[src/rtl/i2c_pkg.sv]
// Shared I2C types: responder state encoding and bus ACK/NACK levels.
`timescale 1ns/1ps
package i2c_pkg;
    typedef enum logic [2:0] {
        IDLE, ADDR, ADDR_ACK, WRITE, WR_ACK, READ, RD_ACK, IGNORE
    } i2c_resp_state_t;

    localparam logic I2C_ACK  = 1'b0;
    localparam logic I2C_NACK = 1'b1;
endpackage

[src/rtl/i2c_bus_sync_edge.sv]
// SCL/SDA synchronizer with SCL edge and START/STOP pulse detection.
// Detection is held off until the chain holds real bus samples after reset.
`timescale 1ns/1ps
module i2c_bus_sync_edge #(
    parameter int SYNC_STAGES = 2
) (
    input  logic clk_i,
    input  logic rst_n_i,
    input  logic scl_i,
    input  logic sda_i,
    output logic sda,
    output logic scl_rise,
    output logic scl_fall,
    output logic start_det,
    output logic stop_det
);
    logic [SYNC_STAGES-1:0] scl_ff, sda_ff;
    logic                   scl_q, sda_q;
    logic [2:0]             arm_cnt;
    logic                   armed;
    logic                   scl;

    assign scl   = scl_ff[SYNC_STAGES-1];
    assign sda   = sda_ff[SYNC_STAGES-1];
    assign armed = (arm_cnt == 3'(SYNC_STAGES + 1));

    always_ff @(posedge clk_i or negedge rst_n_i) begin
        if (!rst_n_i) begin
            scl_ff  <= '1;
            sda_ff  <= '1;
            scl_q   <= 1'b1;
            sda_q   <= 1'b1;
            arm_cnt <= '0;
        end else begin
            scl_ff <= {scl_ff[SYNC_STAGES-2:0], scl_i};
            sda_ff <= {sda_ff[SYNC_STAGES-2:0], sda_i};
            scl_q  <= scl;
            sda_q  <= sda;
            if (!armed) arm_cnt <= arm_cnt + 3'd1;
        end
    end

    assign scl_rise  = armed &  scl & ~scl_q;
    assign scl_fall  = armed & ~scl &  scl_q;
    assign start_det = armed & scl & scl_q &  sda_q & ~sda;
    assign stop_det  = armed & scl & scl_q & ~sda_q &  sda;
endmodule

[src/rtl/i2c_target_responder.sv]
// I2C target: ACKs writes to TARGET_ADDR and serves reads from rd_data_i.
// Define I2C_RESP_CLK_STRETCH_EN to stretch SCL until read data is valid.
`timescale 1ns/1ps
module i2c_target_responder #(
    parameter logic [6:0] TARGET_ADDR = 7'h22,
    parameter int         SYNC_STAGES = 2
) (
    input  logic       clk_i,
    input  logic       rst_n_i,
    input  logic       scl_i,
    input  logic       sda_i,
    output logic       sda_drv_o,
    output logic       scl_drv_o,
    output logic [7:0] wr_data_o,
    output logic       wr_valid_o,
    output logic       rd_req_o,
    input  logic [7:0] rd_data_i,
    input  logic       rd_valid_i,
    output logic       busy_o
);
    import i2c_pkg::*;

`ifdef I2C_RESP_CLK_STRETCH_EN
    localparam logic STRETCH = 1'b1;
`else
    localparam logic STRETCH = 1'b0;
`endif

    logic sda, scl_rise, scl_fall, start_det, stop_det;

    i2c_bus_sync_edge #(.SYNC_STAGES(SYNC_STAGES)) u_sync (
        .clk_i     (clk_i),
        .rst_n_i   (rst_n_i),
        .scl_i     (scl_i),
        .sda_i     (sda_i),
        .sda       (sda),
        .scl_rise  (scl_rise),
        .scl_fall  (scl_fall),
        .start_det (start_det),
        .stop_det  (stop_det)
    );

    i2c_resp_state_t state;
    logic [7:0]      sh;
    logic [3:0]      cnt;
    logic            phase;     // ACK slot: 0 = before drive, 1 = driving
    logic            rw;
    logic            pending;   // read byte requested, not yet loaded
    logic            mack;
    logic            scl_hold;

    always_ff @(posedge clk_i or negedge rst_n_i) begin
        if (!rst_n_i) begin
            state      <= IDLE;
            sh         <= '0;
            cnt        <= '0;
            phase      <= 1'b0;
            rw         <= 1'b0;
            pending    <= 1'b0;
            mack       <= I2C_NACK;
            scl_hold   <= 1'b0;
            sda_drv_o  <= 1'b0;
            wr_data_o  <= '0;
            wr_valid_o <= 1'b0;
            rd_req_o   <= 1'b0;
            busy_o     <= 1'b0;
        end else begin
            wr_valid_o <= 1'b0;
            rd_req_o   <= 1'b0;
            if (stop_det) begin
                state     <= IDLE;
                sda_drv_o <= 1'b0;
                scl_hold  <= 1'b0;
                pending   <= 1'b0;
                busy_o    <= 1'b0;
            end else if (start_det) begin
                state     <= ADDR;
                cnt       <= '0;
                sda_drv_o <= 1'b0;
                scl_hold  <= 1'b0;
                pending   <= 1'b0;
            end else begin
                case (state)
                    ADDR: if (scl_rise) begin
                        sh  <= {sh[6:0], sda};
                        cnt <= cnt + 4'd1;
                        if (cnt == 4'd7) begin
                            cnt   <= '0;
                            phase <= 1'b0;
                            rw    <= sda;
                            if (sh[6:0] == TARGET_ADDR) begin
                                state  <= ADDR_ACK;
                                busy_o <= 1'b1;
                            end else begin
                                state  <= IGNORE;
                                busy_o <= 1'b0;
                            end
                        end
                    end
                    ADDR_ACK, WR_ACK: if (scl_fall) begin
                        if (!phase) begin
                            sda_drv_o <= 1'b1;
                            phase     <= 1'b1;
                        end else begin
                            sda_drv_o <= 1'b0;
                            phase     <= 1'b0;
                            cnt       <= '0;
                            if (state == ADDR_ACK && rw) begin
                                state    <= READ;
                                rd_req_o <= 1'b1;
                                pending  <= 1'b1;
                                scl_hold <= STRETCH;
                            end else begin
                                state <= WRITE;
                            end
                        end
                    end
                    WRITE: if (scl_rise) begin
                        sh  <= {sh[6:0], sda};
                        cnt <= cnt + 4'd1;
                        if (cnt == 4'd7) begin
                            wr_data_o  <= {sh[6:0], sda};
                            wr_valid_o <= 1'b1;
                            state      <= WR_ACK;
                            cnt        <= '0;
                            phase      <= 1'b0;
                        end
                    end
                    READ: begin
                        if (pending) begin
                            // MSB goes out as soon as data lands; late data in the
                            // non-stretch build leaves SDA released, i.e. 8'hFF.
                            if (rd_valid_i) begin
                                sh        <= rd_data_i;
                                sda_drv_o <= ~rd_data_i[7];
                                pending   <= 1'b0;
                                cnt       <= {3'b0, scl_rise};
                            end else if (scl_rise && !STRETCH) begin
                                sh      <= 8'hFF;
                                pending <= 1'b0;
                                cnt     <= 4'd1;
                            end
                        end else begin
                            if (scl_hold) scl_hold <= 1'b0;
                            if (scl_rise) cnt <= cnt + 4'd1;
                            if (scl_fall) begin
                                if (cnt == 4'd8) begin
                                    sda_drv_o <= 1'b0;
                                    state     <= RD_ACK;
                                    cnt       <= '0;
                                end else begin
                                    sh        <= {sh[6:0], 1'b1};
                                    sda_drv_o <= ~sh[6];
                                end
                            end
                        end
                    end
                    RD_ACK: begin
                        if (scl_rise) mack <= sda;
                        if (scl_fall) begin
                            if (mack == I2C_ACK) begin
                                state    <= READ;
                                rd_req_o <= 1'b1;
                                pending  <= 1'b1;
                                scl_hold <= STRETCH;
                                cnt      <= '0;
                            end else begin
                                state     <= IGNORE;
                                sda_drv_o <= 1'b0;
                            end
                        end
                    end
                    default: ;
                endcase
            end
        end
    end

`ifdef I2C_RESP_CLK_STRETCH_EN
    assign scl_drv_o = scl_hold;
`else
    assign scl_drv_o = 1'b0;
`endif
endmodule

[config.mk]
export PLATFORM = sky130hd
export DESIGN_NAME = i2c_target_responder
export DESIGN_NICKNAME = d
export VERILOG_FILES = /design/src/rtl/i2c_pkg.sv /design/src/rtl/i2c_bus_sync_edge.sv /design/src/rtl/i2c_target_responder.sv
export SDC_FILE = /design/constraint.sdc
export NUM_CORES = 1
export LEC_CHECK = 0
export CAP_MARGIN = 20
export CORE_UTILIZATION = 23
export DETAILED_ROUTE_END_ITERATION = 10
export REMOVE_ABC_BUFFERS = 1
export SETUP_SLACK_MARGIN = 0.05
export SLEW_MARGIN = 20
export SYNTH_ARGS = -nofsm -noshare
export SYNTH_HDL_FRONTEND = slang
export SYNTH_SLANG_ARGS = --single-unit
[constraint.sdc]
create_clock -name clk_i -period 4.3 [get_ports clk_i]
set_input_delay 0.645 -clock clk_i [delete_from_list [all_inputs] [get_ports clk_i]]
set_output_delay 0.645 -clock clk_i [all_outputs]
set_load 0.05 [all_outputs]
Word-level counts from Yosys, hierarchy flattened
Cells that the tools add are included.
{ "totals": {"register_bits": 39, "in_bits": 13, "out_inout_bits": 13, "wordCells": 176} }
{ "classes": {"addsub": 2, "n_reduce_logical": 21, "muxes": 81, "n_eq_ne": 38, "bitwise": 17} }
{ "ops": {"columns": ["op", "count"], "rows": [
  ["4-bit inequality test, second input constant", 14],
  ["4-bit 2-to-1 mux", 13],
  ["3-bit 2-to-1 mux", 14],
  ["7-bit 2-to-1 mux", 6],
  ["1-bit 2-to-1 mux", 40],
  ["3-bit inequality test, second input constant", 6],
  ["6-bit AND reduction", 3],
  ["4-bit one-hot mux with 4 select lines", 1],
  ["5-bit inequality test, second input constant", 3],
  ["3-bit one-hot mux with 5 select lines", 1],
  ["7-bit one-hot mux with 2 select lines", 1],
  ["11-bit AND reduction", 1],
  ["5-bit AND reduction", 2],
  ["2-bit nonzero test", 5],
  ["5-bit nonzero test", 2],
  ["1-bit AND", 9],
  ["3-bit by 2-bit equality test with 1-bit output, second input constant", 3],
  ["3-bit equality test, second input constant", 3],
  ["1-bit inverter", 8],
  ["4-bit AND reduction", 2],
  ["8-bit AND reduction", 1],
  ["7-bit by 6-bit equality test with 1-bit output, second input constant", 1],
  ["7-bit AND reduction", 1],
  ["7-bit nonzero test", 1],
  ["other kinds (13)", 18]
]} }

Depth between registers and ports, before layout
{ "depth": {"word_depth": 9, "ltp_mapped": 9, "mapped_depth_nobuf": 7} }

Modules after synthesis
A second synthesis with hierarchy kept.
{ "hier_totals": {"hier_cells": 241, "area_unflattened_um2": 2354.8} }
{ "modules_own_cells": {"columns": ["mod", "area_each_um2", "cells_each", "seq_area_each_um2", "n_inst"], "rows": [
  ["i2c_target_responder", 1996.9, 218, 752.0, 1],
  ["i2c_bus_sync_edge", 357.8, 23, 232.7, 1]
]} }

Worst setup path after synthesis
OpenSTA, ideal clock, no wires.
{ "synth_path": {"path_kind": "register to register", "start": "reg u_sync.arm_cnt[0]", "end": "reg sh[0]", "required_time_ps": 4175, "path_buffers": 1, "path_slack_ps": 2035, "synth_period_minus_slack_ps": 2265, "arrival_ps": 2141, "stages_incl_launch_ff": 9, "setup_time_ps": 125, "path_cell_list": "dfrtp_1 ha_1 ha_1 buf_6 nand3_1 nor2_1 nor3_4 a21boi_2 mux2_2"} }
{ "synth_between": {"elab_chain_len": 7, "word_cells_on_any_way": 16, "cone_classes": "4 x eq/ne; 11 x bitwise; 1 x reduce/logical"} }
{ "synth_lines": {"columns": ["element", "line", "rtl"], "rows": [
  ["start: declaration", "i2c_bus_sync_edge.sv:19", "logic [2:0] arm_cnt;"],
  ["start signal: assignment", "i2c_bus_sync_edge.sv:39", "if (!armed) arm_cnt <= arm_cnt + 3'd1;"],
  ["3-bit by 2-bit equality test with 1-bit output *", "i2c_bus_sync_edge.sv:25", "assign armed = (arm_cnt == 3'(SYNC_STAGES + 1));"],
  ["1-bit AND", "i2c_bus_sync_edge.sv:43, i2c_bus_sync_edge.sv:45, i2c_bus_sync_edge.sv:46", null],
  ["1-bit AND", "i2c_bus_sync_edge.sv:45, i2c_bus_sync_edge.sv:46", null],
  ["1-bit AND (on tied branches) (2 in a row)", "i2c_bus_sync_edge.sv:46, i2c_bus_sync_edge.sv:45", null],
  ["1-bit inverter (no line)", null, null],
  ["7-bit AND reduction (no line) *", null, null],
  ["end signal: assignment", "i2c_target_responder.sv:85", "sh <= {sh[6:0], sda};"],
  ["end signal: assignment", "i2c_target_responder.sv:119", "sh <= {sh[6:0], sda};"],
  ["end signal: assignment", "i2c_target_responder.sv:134", "sh <= rd_data_i;"],
  ["end: declaration", "i2c_target_responder.sv:44", "logic [7:0] sh;"]
]} }
Mark *: on every way between the ends. The rest lies on a longest branch, timed or not.
A chain may end at the register's enable or synchronous reset.

Final worst setup path
{ "layout_path": {"start": "reg u_sync.arm_cnt[0]", "end": "reg sh[2]"} }
Same word-level chain as after synthesis.

==> parameters.txt <==
Parameter                              Value

Outcome
  Status ... finished clean

Placement
  Place WS ... 1.42 ns
  Routability Congestion ... approximately 0.87
  Dpl cell area ... 2590 um2
  Number of input and output port buffers inserted ... 24
  Placed wire-length estimate ... 3470 um

Cells and area
  Fillers ... a little over 1,000
  Share of final-layout standard cells stronger than drive strength 1 ... 0.150
  Final design area excluding fillers ... 2680 um2
  Layout-stage area growth over the synthesis result ... 18.6%
  Share of the core filled with cells ... 0.286
  Final Net Count ... 263
  Ant diodes ... 0

Synth
  Number of synthesis warnings ... 0
  Number of distinct standard cells referenced by the synthesized netlist ... 57
  Summed instance area of the synthesized netlist ... around 2300 um2
  Average size of a mapped cell ... 9.95 um2
  Fraction of the yosys area taken by sequential cells ... 0.436
  Number of enable flip-flop cells after synthesis ... 0
  Share of flip-flops with an asynchronous set or reset after synthesis ... 1.00
  Number of synthesized register bits ... 39
  Synth Instances ... 227
  Post-synth top flop ... sky130_fd_sc_hd__dfrtp_1

CTS
  Post-CTS setup buffer count ... 0
  Clock tree from TritonCTS ... built
  TritonCTS sink count ... 39
  H-tree Lvls ... 2
  Post-CTS resize count ... 0
  Clock transition at the register clock pins on the worst setup and hold paths after CTS ... 0.08 ns
  Cell at the root of the clock tree ... sky130_fd_sc_hd__clkbuf_8
  Cts-stage hold buffer count ... 0
  Buffer depth of the longest clock path ... 2
  Source-to-sink clock delay at the later pin of the worst-skew pair ... between 0.2 and 0.3 ns
  Number of buffers added by the clock tree synthesis step ... 5

Floorplan
  I/O Pins ... 26
  Die Height ... 101 um
  Width of the chip ... 101 um
  Area of the core ... 9370 um2
  Die Footprint ... 10,200 um2
  Starting density of the core ... 0.241
  Cell row count ... 35

Timing
  Final critical-path required period ... 2.62 ns
  Maximum achievable frequency ... 0.382 GHz
  Fin Hold WS ... 0.357 ns
  Transition at the pin with the smallest max-transition slack ... ~0.86 ns
  Post-layout worst setup margin ... 1.68 ns
  Max-slew violation total from the final report ... 0
  TNS Setup ... 0 ns
  Worst slew slack as a fraction of its limit ... 0.428
  Count of final setup violators ... 0
  Setup repair after global routing missed its margin ... false
  Fin crit share ... 0.609
  Final hold violations ... 0
  Clock tree skew after final layout ... 0.00793 ns

Critical path
  Setup slack of the worst register-to-register path ... 1.68 ns
  CP endpoint ... sh[2]
  Category of the worst setup path launch point ... register
  Reg2Reg Depth ... 7
  Data arrival, critical path ... approximately 2.8 ns
  Largest stage delay on the critical path ... around 0.47 ns
  Worst flop-to-flop path endpoint ... sh[2]
  Endpoint required time on the critical path ... 4.48 ns
  Most prevalent standard cell on the critical path ... sky130_fd_sc_hd__ha_1
  Critical path launch point ... u_sync.arm_cnt[0]
  Crit path max-delay cell type ... sky130_fd_sc_hd__a21boi_2
  Worst path cell trace ... ha_1 -> ha_1 -> nand3_1 -> nor2_1 -> nor3_4 -> a21boi_2 -> mux2_2
  CP Class ... register to register
  Reg-to-Reg Start ... u_sync.arm_cnt[0]
  Nature of the critical path endpoint ... register
  Largest fanout on the critical path ... 10

Routing
  DRT Pass-1 Iters ... 4
  DR vias/cell ... 4.67
  Detailed Route Iter0 Violations ... a little over 80
  Wire per inst ... 13.1 um
  Total via count in the routed design ... 1,757
  Total Wirelength ... 4910 um
  Remaining routing DRC violations ... 0
  Routed Antenna Nets ... 0

Global routing
  Antenna violations before repair ... 0
  Maximum number of pins on one net before global-route repair ... 40
  Number of global-route vias before repair ... 1,666
  Global-route wire length before repair ... 8180 um
  GRT Residual Overflow ... 0
  Total Routing Usage GR ... 0.102

Pwr
  Leak pwr ... ~1.1 nW
  Worst supply voltage drop on vdd ... 0.249 mV
  Power density relative to cell area ... 522 nW/um2

Run
  Maximum capacitance violations ... 0

Min path
  Worst hold path class ... register to register
==> power breakdown <==
part,internal (W),switching [W]
Clock,0.000129,0.000125
Sequential,0.000448,0.000142
Combinational,0.000256,0.000299
Total,0.000833,0.000566
==> cell usage in the layout, fill, tap and decap left out, types with 6 or more instances in the layout <==
master | netlist | layout
sky130_fd_sc_hd__dfstp_2 | 7 | 7
sky130_fd_sc_hd__mux2i_1 | 7 | 7
sky130_fd_sc_hd__a211oi_1 | 6 | 6
sky130_fd_sc_hd__clkdlybuf4s50_1 | 0 | 23
sky130_fd_sc_hd__clkbuf_8 | 0 | 6
sky130_fd_sc_hd__nor2_1 | 13 | 13
sky130_fd_sc_hd__nand3_1 | 7 | 7
sky130_fd_sc_hd__nand2b_1 | 13 | 13
sky130_fd_sc_hd__o21ai_0 | 10 | 10
sky130_fd_sc_hd__a21oi_1 | 14 | 14
sky130_fd_sc_hd__mux2_2 | 13 | 13
sky130_fd_sc_hd__dfrtp_1 | 32 | 32
sky130_fd_sc_hd__inv_1 | 13 | 13
sky130_fd_sc_hd__nand2_1 | 16 | 16
==> flip-flops by register name (all words and copies together) (netlist names), 2 cells and up <==
register / count
u_sync.scl_ff: 2
u_sync.arm_cnt: 3
state: 3
sh: 7
cnt: 4
u_sync.sda_ff: 2
wr_data_o: 8
==> cell usage after synthesis, types with 3 or more instances <==
library cell,count,area [um2]
sky130_fd_sc_hd__a211oi_1,6,45.0
sky130_fd_sc_hd__a21oi_1,14,70.1
sky130_fd_sc_hd__and3b_1,3,26.3
sky130_fd_sc_hd__buf_2,3,15.0
sky130_fd_sc_hd__clkbuf_1,4,15.0
sky130_fd_sc_hd__dfrtp_1,32,801
sky130_fd_sc_hd__dfstp_2,7,184
sky130_fd_sc_hd__ha_1,4,50.1
sky130_fd_sc_hd__inv_1,13,48.8
sky130_fd_sc_hd__mux2_2,13,146
sky130_fd_sc_hd__mux2i_1,7,70.1
sky130_fd_sc_hd__nand2_1,16,60.1
sky130_fd_sc_hd__nand2b_1,13,81.3
sky130_fd_sc_hd__nand3_1,7,35.0
sky130_fd_sc_hd__nand3b_1,3,22.5
sky130_fd_sc_hd__nor2_1,13,48.8
sky130_fd_sc_hd__nor3_1,3,15.0
sky130_fd_sc_hd__nor3b_1,4,30.0
sky130_fd_sc_hd__o211ai_1,4,30.0
sky130_fd_sc_hd__o21ai_0,10,50.1
sky130_fd_sc_hd__o22ai_1,3,18.8
==> final cells by class <==
class                   count  area [um2]  share of cell area
well taps                 129         161              0.0603
inverters                  13        48.8              0.0182
clock inverters             1        5.00             0.00187
multi-input cells         163        1160               0.432
clock buffers               7        86.3              0.0322
repair buffers             24         235              0.0878
flip-flops and latches     39         985               0.368
==> worst max-delay path: cells and delay by family (launching register included) <==
| family | cells | cell delay, ns |
|---|---|---|
| and+or+nand+nor | 3 | 0.73 |
| adders and majority gates | 2 | 0.52 |
| AOI/OAI and AO/OA | 1 | 0.47 |
| DFF | 1 | 0.39 |
| muxes | 1 | 0.39 |
==> per-stage QoR <==
step           cells  power, W
5_1_grt          376   0.00150
4_1_cts          376   0.00141
3_3_place_gp     368   0.00114
6_report         376   0.00140
2_1_floorplan    215  0.000998
3_5_place_dp     368   0.00115
==> routing by layer <==
| layer | track usage | routed length [um] | part of all wire | vias to the layer above |
|---|---|---|---|---|
| met3 | 0.0215 | 225 | 0.046 | 9 |
| met1 | 0.139 | 2380 | 0.49 | 848 |
| met2 | 0.157 | 2210 | 0.45 | 42 |
| li1 | - | - | - | 858 |
| met4 | 0.0390 | 87 | 0.018 | 0 |
| met5 | 0 | 0 | 0 | - |
==> worst min-delay path by stage <==
stage | startpoint | endpoint | slack (ns) | cells after the start
2_1_floorplan | rst_n_i | busy_o | 0.35 | 0
3_3_place_gp | u_sync.scl_ff[0] | u_sync.scl_ff[1] | 0.35 | 0
3_5_place_dp | u_sync.sda_ff[0] | u_sync.sda_ff[1] | 0.35 | 0
4_1_cts | u_sync.sda_ff[0] | u_sync.sda_ff[1] | 0.36 | 0
5_1_grt | u_sync.scl_ff[0] | u_sync.scl_ff[1] | 0.36 | 0
6_report | u_sync.sda_ff[0] | u_sync.sda_ff[1] | 0.36 | 0
==> cell families (layout without fill, tap and decap cells) <==
kind of cell | Yosys count | after routing | share of synthesized area
multiplexers | 20 | 20 | 0.0958
other | 1 | 1 | 0.00166
adder cells (fa/ha/maj) | 4 | 4 | 0.0222
flip-flops | 39 | 39 | 0.436
buffers and inverters | 25 | 45 | 0.0515
XOR/XNOR | 3 | 3 | 0.0116
AND/OR/NAND/NOR | 75 | 75 | 0.199
AO/OA/AOI/OAI | 60 | 60 | 0.182
Note: power is estimated with default switching activity, not from simulation.
